===== config.mk =====
export PLATFORM = sky130hd
export DESIGN_NAME = array_refresh_sched
export DESIGN_NICKNAME = d
export VERILOG_FILES = /design/src/rtl/array_refresh_sched.sv
export SDC_FILE = /design/constraint.sdc
export NUM_CORES = 1
export LEC_CHECK = 0
export BUFFER_PORTS_ARGS = -buffer_cell sky130_fd_sc_hd__buf_2
export CAP_MARGIN = 0
export CORE_UTILIZATION = 40
export CTS_CLUSTER_DIAMETER = 80
export CTS_CLUSTER_SIZE = 40
export DETAILED_ROUTE_END_ITERATION = 6
export HOLD_SLACK_MARGIN = 0.05
export SLEW_MARGIN = 30
export SYNTH_ARGS = -nofsm -noshare
export SYNTH_HDL_FRONTEND = slang
export SYNTH_SLANG_ARGS = --single-unit

===== constraint.sdc =====
create_clock -name clk -period 10.6 [get_ports clk]
set_clock_uncertainty 0.1 [all_clocks]
set_input_delay 2.12 -clock clk [delete_from_list [all_inputs] [get_ports clk]]
set_output_delay 2.12 -clock clk [all_outputs]
set_load 0.005 [all_outputs]

===== src/rtl/array_refresh_sched.sv =====
// Periodic refresh scheduler: counts tREFI, keeps the owed-refresh backlog and
// hands refresh slots from the access arbiter to array_refresh.
module array_refresh_sched #(
    parameter int PEND_WIDTH = 4,
    parameter int MAX_PEND   = 8,
    parameter int URGENT_TH  = 6
) (
    input  logic                  clk,
    input  logic                  rst,
    input  logic                  sched_en,
    input  logic [15:0]           array_tREFI,
    output logic                  rf_req,
    input  logic                  rf_gnt,
    output logic                  rf_busy,
    output logic                  array_rf_start,
    input  logic                  array_rf_done,
    output logic [PEND_WIDTH-1:0] pend_cnt,
    output logic                  rf_urgent,
    output logic                  rf_overflow
);

    typedef enum logic [1:0] {S_IDLE, S_REQ, S_START, S_WAIT} state_t;

    localparam logic [PEND_WIDTH-1:0] PEND_MAX = PEND_WIDTH'(MAX_PEND);
    localparam logic [PEND_WIDTH-1:0] PEND_URG = PEND_WIDTH'(URGENT_TH);

    state_t                state_q, state_d;
    logic [15:0]           ref_cnt_q, ref_cnt_d;
    logic [PEND_WIDTH-1:0] pend_q, pend_d;
    logic                  ovf_q, ovf_d;
    logic                  tick;
    logic                  done_acc;

    // NOTE: every always_comb output gets a default first so no path can infer a latch.
    // The >= compare lets a lowered interval tick at once instead of wrapping 64k cycles.
    always_comb begin
        tick      = 1'b0;
        ref_cnt_d = ref_cnt_q;
        if (!sched_en || array_tREFI == 16'd0) begin
            ref_cnt_d = 16'd0;
        end else if (ref_cnt_q >= array_tREFI - 16'd1) begin
            tick      = 1'b1;
            ref_cnt_d = 16'd0;
        end else begin
            ref_cnt_d = ref_cnt_q + 16'd1;
        end
    end

    assign done_acc = (state_q == S_WAIT) && array_rf_done;

    always_comb begin
        pend_d = pend_q;
        ovf_d  = ovf_q;
        if (tick && !done_acc) begin
            if (pend_q == PEND_MAX) begin
                ovf_d = 1'b1;
            end else begin
                pend_d = pend_q + 1'b1;
            end
        end else if (done_acc && !tick && pend_q != '0) begin
            pend_d = pend_q - 1'b1;
        end
    end

    always_comb begin
        state_d = state_q;
        unique case (state_q)
            S_IDLE:  if (pend_q != '0) state_d = S_REQ;
            S_REQ:   if (rf_gnt) state_d = S_START;
            S_START: state_d = S_WAIT;
            S_WAIT:  if (array_rf_done) state_d = S_IDLE;
            default: state_d = S_IDLE;
        endcase
    end

    // NOTE: state registers use non-blocking assignments; reset is sampled on the clock edge.
    always_ff @(posedge clk) begin
        if (rst) begin
            state_q   <= S_IDLE;
            ref_cnt_q <= 16'd0;
            pend_q    <= '0;
            ovf_q     <= 1'b0;
        end else begin
            state_q   <= state_d;
            ref_cnt_q <= ref_cnt_d;
            pend_q    <= pend_d;
            ovf_q     <= ovf_d;
        end
    end

    assign rf_req         = (state_q == S_REQ);
    assign array_rf_start = (state_q == S_START);
    assign rf_busy        = (state_q == S_START) || (state_q == S_WAIT);
    assign pend_cnt       = pend_q;
    assign rf_urgent      = (pend_q >= PEND_URG);
    assign rf_overflow    = ovf_q;

endmodule


## After elaboration in Yosys (flattened, before gate mapping)

Cells that the tools add are included.

| storage, ports and cells | value |
|---|---|
| bits in registers | 23 |
| input bits | 21 |
| output and inout bits | 9 |
| word-level logic and storage cells | 44 |

| cells by class | value |
|---|---|
| $add $sub $neg | 4 |
| magnitude comparators | 2 |
| equal/unequal tests | 8 |
| muxes and demuxes | 9 |
| reductions and logical operators | 17 |

Operators with widths:

| operator | count |
|---|---|
| adder 16 x 1 -> 16 bit (second input constant) | 1 |
| greater-or-equal comparator 16 bit | 1 |
| logical NOT 16 bit | 1 |
| subtractor 16 x 1 -> 16 bit (second input constant) | 1 |
| 2-to-1 mux 4 bit | 3 |
| case mux 2 bit (4 select lines) | 1 |
| 2-to-1 mux 2 bit | 3 |
| != test 2 bit (second input constant) | 3 |
| adder 4 x 1 -> 4 bit (second input constant) | 1 |
| == test 2 bit (second input constant) | 2 |
| == test 4 bit (second input constant) | 1 |
| greater-or-equal comparator 4 x 3 -> 1 bit (second input constant) | 1 |
| logical AND 1 bit | 4 |
| AND reduction 2 bit | 2 |
| nonzero test 4 bit | 1 |
| subtractor 4 x 1 -> 4 bit (second input constant) | 1 |
| logical NOT 1 bit | 3 |
| AND reduction 3 bit | 1 |
| OR reduction 3 bit | 1 |
| == test 2 x 1 -> 1 bit (second input constant) | 1 |
| logical NOT 2 bit | 1 |
| logical OR 1 bit | 2 |
| 2-to-1 mux 1 bit | 2 |
| != test 2 x 1 -> 1 bit (second input constant) | 1 |
| nonzero test 2 bit | 1 |

## Logic depth before layout (Yosys ltp)

Gate-level depths: netlist of run 1.

| depth | value |
|---|---|
| depth in word-level cells | 9 |
| depth in mapped cells | 18 |
| gate-level depth less buffers | 18 |

## Worst setup path before layout of run 1

No wires, ideal clock.

| timing path | value |
|---|---|
| kind | input to register |
| start | input array_tREFI[5] |
| end | register pend_q[1], in the netlist pend_cnt[1] |
| library setup time | 0.103 ns |
| arrival | 5.442 ns |
| data required time | 10.397 ns |
| slack | 4.955 ns |
| stages on the path | 17 |
| path buffers | 0 |
| cell sequence | nor4_4 -> nor2b_1 -> nand3_1 -> nor3_1 -> xnor2_1 -> ha_1 -> nand4_1 -> nor4_1 -> a311oi_1 -> a21oi_2 -> and2_2 -> inv_1 -> fa_1 -> nand2_1 -> a21boi_0 -> o32ai_1 -> a2111oi_2 |

| on the way | value |
|---|---|
| elaborated cells between the ends (all ways) | 14 |
| those cells by class | add/sub: 1; order compare: 1; eq/ne: 1; mux: 3; reduce/logical: 8 |

RTL lines:

| what | line | source |
|---|---|---|
| from (decl) | 11 | `input logic [15:0] array_tREFI,` |
| subtractor 16 x 1 -> 16 bit | 41 | `end else if (ref_cnt_q >= array_tREFI - 16'd1) begin` |
| greater-or-equal comparator 16 bit | 41 |  |
| 2-to-1 mux 1 bit | 41 |  |
| 2-to-1 mux 1 bit * | 39 | `if (!sched_en \|\| array_tREFI == 16'd0) begin` |
| logical AND 1 bit * | 54 | `if (tick && !done_acc) begin` |
| 2-to-1 mux 4 bit * | 54 |  |
| named net pend_d[1] | 29 | `logic [PEND_WIDTH-1:0] pend_q, pend_d;` |
| to (signal assigned) | 86 | `pend_q <= pend_d;` |
| to (decl) | 29 |  |

Mark *: on every way through the listed nets, which the timed path passes. The rest lies on a longest branch.
A chain may end at the register's enable or synchronous reset.

## Worst setup path after layout of run 1

Same ends and word-level chain as after synthesis.

==> flow_summary_export.csv, run 1 <==
group,metric,value,unit
global_route,grt_pass1_wl,7170,microns
sta,setup_viol_count_final,0,
power_and_ir_drop,p_seq_frac,0.504,
critical_path,crit_family,"simple AND/OR/NAND/NOR gates",
critical_path,crit_chain,"buf_2, nor4_4, nor2b_1, nand3_1, nor3_1, xnor2_1, ha_1, nand4_1, nor4_1, a311oi_1, a21oi_2, and2_2, inv_1, fa_1, nand2_1, a21boi_0, o32ai_1, a2111oi_2",
power_and_ir_drop,power.density,84.2,mW/mm^2
placed_design,port_buffers,29,
global_route,grt.overflow.total,0,
sta,worst_pin_slew,855,ps
cts,clk_latency,260,ps
logic_synthesis,yosys.area.top_type,"dfxtp_1",
floorplanning,num_io_pins,30,
critical_path,endpoint_kind,"flip-flop",
sta,max_freq,162,MHz
power_and_ir_drop,power.clock.fraction,0.305,
power_and_ir_drop,peakVddDrop,54.2,uV
floorplanning,rows,24,
logic_synthesis,ys_types,46,
floorplanning,die-width,71.0,microns
logic_synthesis,syn_avg_cell_area,8.14,sq um
logic_synthesis,synth_top_cells_by_area,"dfxtp_1 (24%), ha_1 (16%), xnor2_1 (7.8%)",
logic_synthesis,yosysWarnings,0,
placed_design,gp_congestion,0.776,
cts,ctsRootBufferMaster,"clkbuf_8",
critical_path,r2r_start,"ref_cnt_q[14]",
floorplanning,dieArea,0.00504,sq mm
critical_path,cp_data_required_time,10670,ps
global_route,grt_usage,0.177,
logic_synthesis,synth_top_area_share,0.242,
cts,cts_resized,0,
outcome,status,"completed",
critical_path,path_depth,18,
final_layout,nFillCells,450,
detailed_routing,drt-initial-drc-count,41,
logic_synthesis,ys_ff_latch,23,
detailed_routing,ant_nets,0,
cts,hold_buffers,0,
detailed_routing,post-route-drc-count,0,
final_layout,syn_to_final_growth,11.8,%
critical_path,r2r_slack,7020,ps
logic_synthesis,async_flop_share,0,
global_route,grt_max_degree,17,
critical_path,crit_buf_inv,2,
sta,rsz0062_at_grt,"false",
sta,drv_slew,0,
detailed_routing,drtPass1Iterations,4,
logic_synthesis,ys_seq_area_frac,0.242,
detailed_routing,vias,1661,
floorplanning,start_util,0.426,
sta,holdWs,373,ps
power_and_ir_drop,p_int,130,uW
sta,tns,0,ps
final_layout,diodes,0,
critical_path,cp_slowest_cell,"a21oi_2",
cts,clk_pin_slew_worst_paths,80,ps
logic_synthesis,syn_nets,281,
floorplanning,core-area,0.00447,sq mm
detailed_routing,avgViaCountPerCell,5.29,
logic_synthesis,syn_area,0.00191,sq mm
floorplanning,dieHeight,71.0,microns
cts,htreeDepth,1,
detailed_routing,wl_per_cell,12.7,microns
critical_path,critPathKind,"primary input to flip-flop",
detailed_routing,drt_wl_total,3990,microns
logic_synthesis,synth_edf_count,0,
critical_path,r2r_cells,12,
sta,min_period,6180,ps
placed_design,dp.final_hpwl,3180,microns
power_and_ir_drop,p_sw_frac,0.275,
power_and_ir_drop,switchingPower,49.4,uW
critical_path,cp-endpoint,"pend_cnt[1]",
critical_path,worstPathMaxFanout,13,
global_route,grt_pass1_vias,1660,
critical_path,cp.arrival,6250,ps
run,max_cap_viol_count,0,
cts,numCtsBuffers,3,
critical_path,r2r-end,"pend_cnt[1]",
cts,cts_buffer_depth,2,
sta,finalHoldViolations,0,
logic_synthesis,postSynthCellCount,234,
hold_path,min_path_type,"flip-flop to flip-flop",
global_route,antenna_found_initial,0,
sta,fin_crit_sh,0.583,
cts,cts_tree,"built",
final_layout,layout-drive-gt1-share,0.160,
cts,cts_sinks,23,
power_and_ir_drop,leakage,0.000907,uW
logic_synthesis,synthFlopType,"dfxtp_1",
final_layout,fin_nets,310,
cts,post_cts_buffers,0,
critical_path,slowest_delay,530,ps
sta,relSlewSlack,0.425,
critical_path,startpoint,"array_tREFI[5]",
power_and_ir_drop,power_frac_comb,0.190,
critical_path,cp-start-kind,"primary input",
[synthesized netlist by cell type (2+ instances only)]
master,instances
o32ai_1,2
xor2_1,12
xnor2_1,17
nand2_1,20
nand3_1,7
nor2_1,39
a21o_1,2
inv_1,13
clkbuf_1,3
o41ai_2,2
nand4_1,4
mux2i_1,2
nor4_1,5
ha_1,25
a21oi_1,11
or3_1,2
nand2b_1,2
nor3_1,5
a21boi_0,2
o21ai_0,7
dfxtp_1,23
a31oi_1,2
and3_1,4
[logic make-up after synthesis]
logic type / synth area share
XOR/XNOR: 0.133
flip-flops: 0.242
AND/OR/NAND/NOR: 0.255
adder cells (fa/ha/maj): 0.175
multiplexers: 0.0105
buffers and inverters: 0.0414
AO/OA/AOI/OAI: 0.144
[power by group through the flow]
| stage | registers, uW | logic (uW) | clock network, uW |
|---|---|---|---|
| floorplan | 92.1 | 21.9 | 0 |
| global placement | 92.7 | 34.0 | 0 |
| detailed placement | 92.6 | 34.5 | 0 |
| CTS | 90.6 | 34.6 | 56.6 |
| global route | 91.1 | 39.3 | 63.4 |
| finish | 90.5 | 34.2 | 54.8 |
[worst min path at each step]
stage / start / endpoint / slack [ps] / cells past startpoint
6_report: rf_overflow / rf_overflow / 370 / 2
3_5_place_dp: rf_overflow / rf_overflow / 360 / 2
2_1_floorplan: ref_cnt_q[0] / ref_cnt_q[0] / 340 / 1
4_1_cts: rf_overflow / rf_overflow / 380 / 2
5_1_grt: rf_overflow / rf_overflow / 410 / 2
3_3_place_gp: ref_cnt_q[0] / ref_cnt_q[0] / 360 / 1
[state kept, by name, summed over array words and instances, names as in the netlist]
register     flops
pend_cnt         4
ref_cnt_q       16
rf_overflow      1
state_q          2
[final cells by class]
type | instances | area (sq um) | area share
inverter | 13 | 48.8 | 0.0229
sequential | 23 | 460 | 0.216
tap | 52 | 65.1 | 0.0305
clock buffer | 4 | 45.0 | 0.0211
timing repair buffer | 29 | 145 | 0.0681
multi-input combinational | 193 | 1370 | 0.641
[worst min-delay path, delay by kind of cell, from the launching register on]
| kind | cells | cell delay, ps |
|---|---|---|
| simple gates | 1 | 70 |
| flops | 1 | 330 |
| compound gates | 1 | 40 |
[per-stage QoR]
| stage | utilization | setup WS [ps] | power [uW] | std cells | instance area (sq um) |
|---|---|---|---|---|---|
| 5_1_grt | 0.476 | 3940 | 194 | 314 | 2130 |
| 4_1_cts | 0.476 | 4400 | 182 | 314 | 2130 |
| 3_5_place_dp | 0.466 | 4130 | 127 | 310 | 2090 |
| 3_3_place_gp | 0.466 | 4230 | 127 | 310 | 2090 |
| 2_1_floorplan | - | 4950 | 114 | 234 | 1910 |
| 6_report | 0.476 | 4420 | 179 | 314 | 2130 |
[cells in the final DEF, fill, tap and decap left out, types with 3 or more instances in the layout]
cell type / Yosys / routed
nor2_1: 39 / 39
buf_2: 0 / 29
ha_1: 25 / 25
dfxtp_1: 23 / 23
nand2_1: 20 / 20
xnor2_1: 17 / 17
inv_1: 13 / 13
xor2_1: 12 / 12
a21oi_1: 11 / 11
nand3_1: 7 / 7
o21ai_0: 7 / 7
nor3_1: 5 / 5
nor4_1: 5 / 5
nand4_1: 4 / 4
and3_1: 4 / 4
clkbuf_8: 0 / 3
[per-layer routing]
layer / GRT usage / part of all wire / up-vias
met2: 0.328 / 0.49 / 17
met3: 0.0427 / 0.031 / 2
met5: 0 / 0 / -
li1: - / - / 878
met1: 0.205 / 0.47 / 764
met4: 0.0444 / 0.0073 / 0
No activity file was read; power rests on OpenSTA's default activity.
==> run 2, diff against run 1 <==
- ABC_AREA: not set -> 1
- clock period: 10.6 -> 5.8 ns (I/O delays scaled with it)
==> flow_summary_export.csv, run 2 <==
group,metric,value,unit
outcome,status,"completed",
logic_synthesis,yosysWarnings,0,
global_route,grt_pass1_wl,6640,microns
cts,post_cts_buffers,0,
detailed_routing,vias,1756,
logic_synthesis,syn_nets,322,
placed_design,dp.final_hpwl,3080,microns
logic_synthesis,ys_ff_latch,23,
placed_design,gp_congestion,0.768,
detailed_routing,ant_nets,0,
critical_path,endpoint_kind,"flip-flop",
floorplanning,dieHeight,73.2,microns
logic_synthesis,async_flop_share,0,
power_and_ir_drop,leakage,0.00103,uW
critical_path,cp_data_required_time,5870,ps
detailed_routing,drtPass1Iterations,4,
cts,cts_resized,0,
final_layout,syn_to_final_growth,13.3,%
global_route,grt.overflow.total,0,
detailed_routing,drt-initial-drc-count,54,
placed_design,port_buffers,29,
logic_synthesis,postSynthCellCount,275,
logic_synthesis,synth_top_family_by_area,"simple AND/OR/NAND/NOR gates",
floorplanning,start_util,0.424,
logic_synthesis,syn_avg_cell_area,7.37,sq um
logic_synthesis,netlist_top_cells_count,"nand2_1 (52), inv_1 (37), nor2_1 (33)",
global_route,grt_usage,0.159,
cts,cts_sinks,23,
final_layout,layout_commonest_cell,"nand2_1",
logic_synthesis,synth_most_common_cell,"nand2_1",
cts,cts_tree,"built",
global_route,grt_max_degree,17,
final_layout,diodes,0,
floorplanning,die-width,73.2,microns
power_and_ir_drop,p_sw_frac,0.295,
sta,fin_crit_sh,0.780,
sta,finalHoldViolations,0,
power_and_ir_drop,power.density,153,mW/mm^2
logic_synthesis,muxShareOfSynthArea,0,
final_layout,nFillCells,497,
final_layout,register_area,460,sq um
logic_synthesis,synth_edf_count,0,
sta,tns,0,ps
cts,htreeDepth,1,
power_and_ir_drop,p_seq_frac,0.477,
critical_path,worstPathMaxFanout,5,
sta,setup_viol_count_final,0,
critical_path,r2r_cells,19,
logic_synthesis,synthFlopType,"dfxtp_1",
detailed_routing,drt_wl_total,3780,microns
floorplanning,rows,25,
global_route,grt_pass1_vias,1622,
placed_design,placed_cells,370,
sta,worst_pin_slew,444,ps
final_layout,layoutNonFillerInstCount,374,
power_and_ir_drop,power.clock.fraction,0.285,
hold_path,hold_depth,1,
cts,clk_latency,260,ps
final_layout,multiInputGateArea,0.00139,sq mm
logic_synthesis,syn_area,0.00203,sq mm
power_and_ir_drop,p_int,247,uW
power_and_ir_drop,power_frac_comb,0.238,
power_and_ir_drop,peakVddDrop,110,uV
detailed_routing,avgViaCountPerCell,4.70,
logic_synthesis,synth_top_area_share,0.227,
cts,clk_pin_slew_worst_paths,80,ps
logic_synthesis,synth-compound-area-share,0.0889,
final_layout,layout-drive-gt1-share,0.225,
logic_synthesis,ys_types,39,
sta,drv_slew,0,
cts,cts_buffer_depth,2,
cts,hold_buffers,0,
critical_path,cp-start-kind,"primary input",
sta,max_freq,221,MHz
detailed_routing,wl_per_cell,10.1,microns
floorplanning,core-area,0.00479,sq mm
final_layout,fin_nets,355,
sta,rsz0062_at_grt,"false",
run,max_cap_viol_count,0,
global_route,antenna_found_initial,0,
floorplanning,dieArea,0.00536,sq mm
power_and_ir_drop,switchingPower,104,uW
logic_synthesis,synthSimpleGateAreaFrac,0.365,
final_layout,layout_common_cells,"nand2_1 (52), inv_1 (37), nor2_1 (33)",
logic_synthesis,synth_xor_area_frac,0.0691,
hold_path,min_path_type,"flip-flop to flip-flop",
critical_path,cp.arrival,4590,ps
logic_synthesis,synth_top_cells_by_area,"dfxtp_1 (23%), ha_1 (15%), nand2_1 (9.6%)",
sta,min_period,4520,ps
critical_path,critPathKind,"primary input to flip-flop",
cts,numCtsBuffers,3,
floorplanning,num_io_pins,30,
logic_synthesis,synthAdderAreaFrac,0.164,
final_layout,largest-register,"ref_cnt_q",
logic_synthesis,yosys.area.top_type,"dfxtp_1",
cts,ctsRootBufferMaster,"clkbuf_8",
final_layout,largest_reg_flops,16,
detailed_routing,post-route-drc-count,0,
sta,relSlewSlack,0.701,
logic_synthesis,ys_seq_area_frac,0.227,
-- run 2: metrics by stage --
stage | cell area (sq um) | setup WS, ps | power (uW) | hold WS (ps) | utilization
2_1_floorplan | 2030 | 1490 | 226 | 340 | -
3_3_place_gp | 2250 | 1120 | 253 | 349 | 0.470
3_5_place_dp | 2250 | 1010 | 254 | 349 | 0.470
4_1_cts | 2300 | 1280 | 357 | 380 | 0.480
5_1_grt | 2300 | 816 | 376 | 415 | 0.480
6_report | 2300 | 1280 | 351 | 379 | 0.480
-- run 2: cell type report --
class	instances	share of cell area
multi-input combinational	207	0.607
sequential	23	0.201
inverter	44	0.0730
timing repair buffer	29	0.0632
tap	67	0.0365
clock buffer	4	0.0196
-- run 2: routing by layer --
layer,GRT usage,share of wire,vias to the layer above
li1,-,-,959
met1,0.198,0.50,756
met2,0.280,0.44,34
met3,0.0193,0.039,7
met4,0.0566,0.015,0
met5,0,0,-
-- run 2: power groups by stage --
stage,clock network (uW),logic [uW],registers [uW]
floorplan,0,55.9,170
global route,111,96.3,168
global placement,0,82.2,171
detailed placement,0,82.9,171
finish,100,83.4,167
CTS,105,84.4,168
-- run 2: worst max-delay path, cell delays in order --
cell and delay [ps]:
buf_2 120, inv_1 90, ha_1 200, inv_1 60, nor2_2 140, nand4_4 130
nor4_2 300, nand3_1 140, xor2_1 160, inv_1 60, ha_1 260, nand2_1 70
nor3_1 190, nand2_1 140, nand2_1 150, nand3_2 140, ha_1 360, nand2_1 90
nand2_1 50, a31oi_1 170, nand4_1 140, nand2_1 100, nor2_2 40, nor2_1 80
nor2_1 50
-- run 2: final timing paths --
check / endpoint / slack (ps) / from
setup / recovery: pend_cnt[3] / 1280 / array_tREFI[0]
hold / removal: rf_overflow / 380 / rf_overflow
setup reg to reg: pend_cnt[3] / 3040 / ref_cnt_q[7]
hold reg to reg: rf_overflow / 380 / rf_overflow
-- run 2: cells by family (layout without fill, tap and decap cells) --
group | count (synthesis) | after routing
simple gates | 135 | 135
buf+inv | 45 | 77
compound gates | 30 | 30
fa+ha+maj | 26 | 26
flops | 23 | 23
xor+xnor | 16 | 16
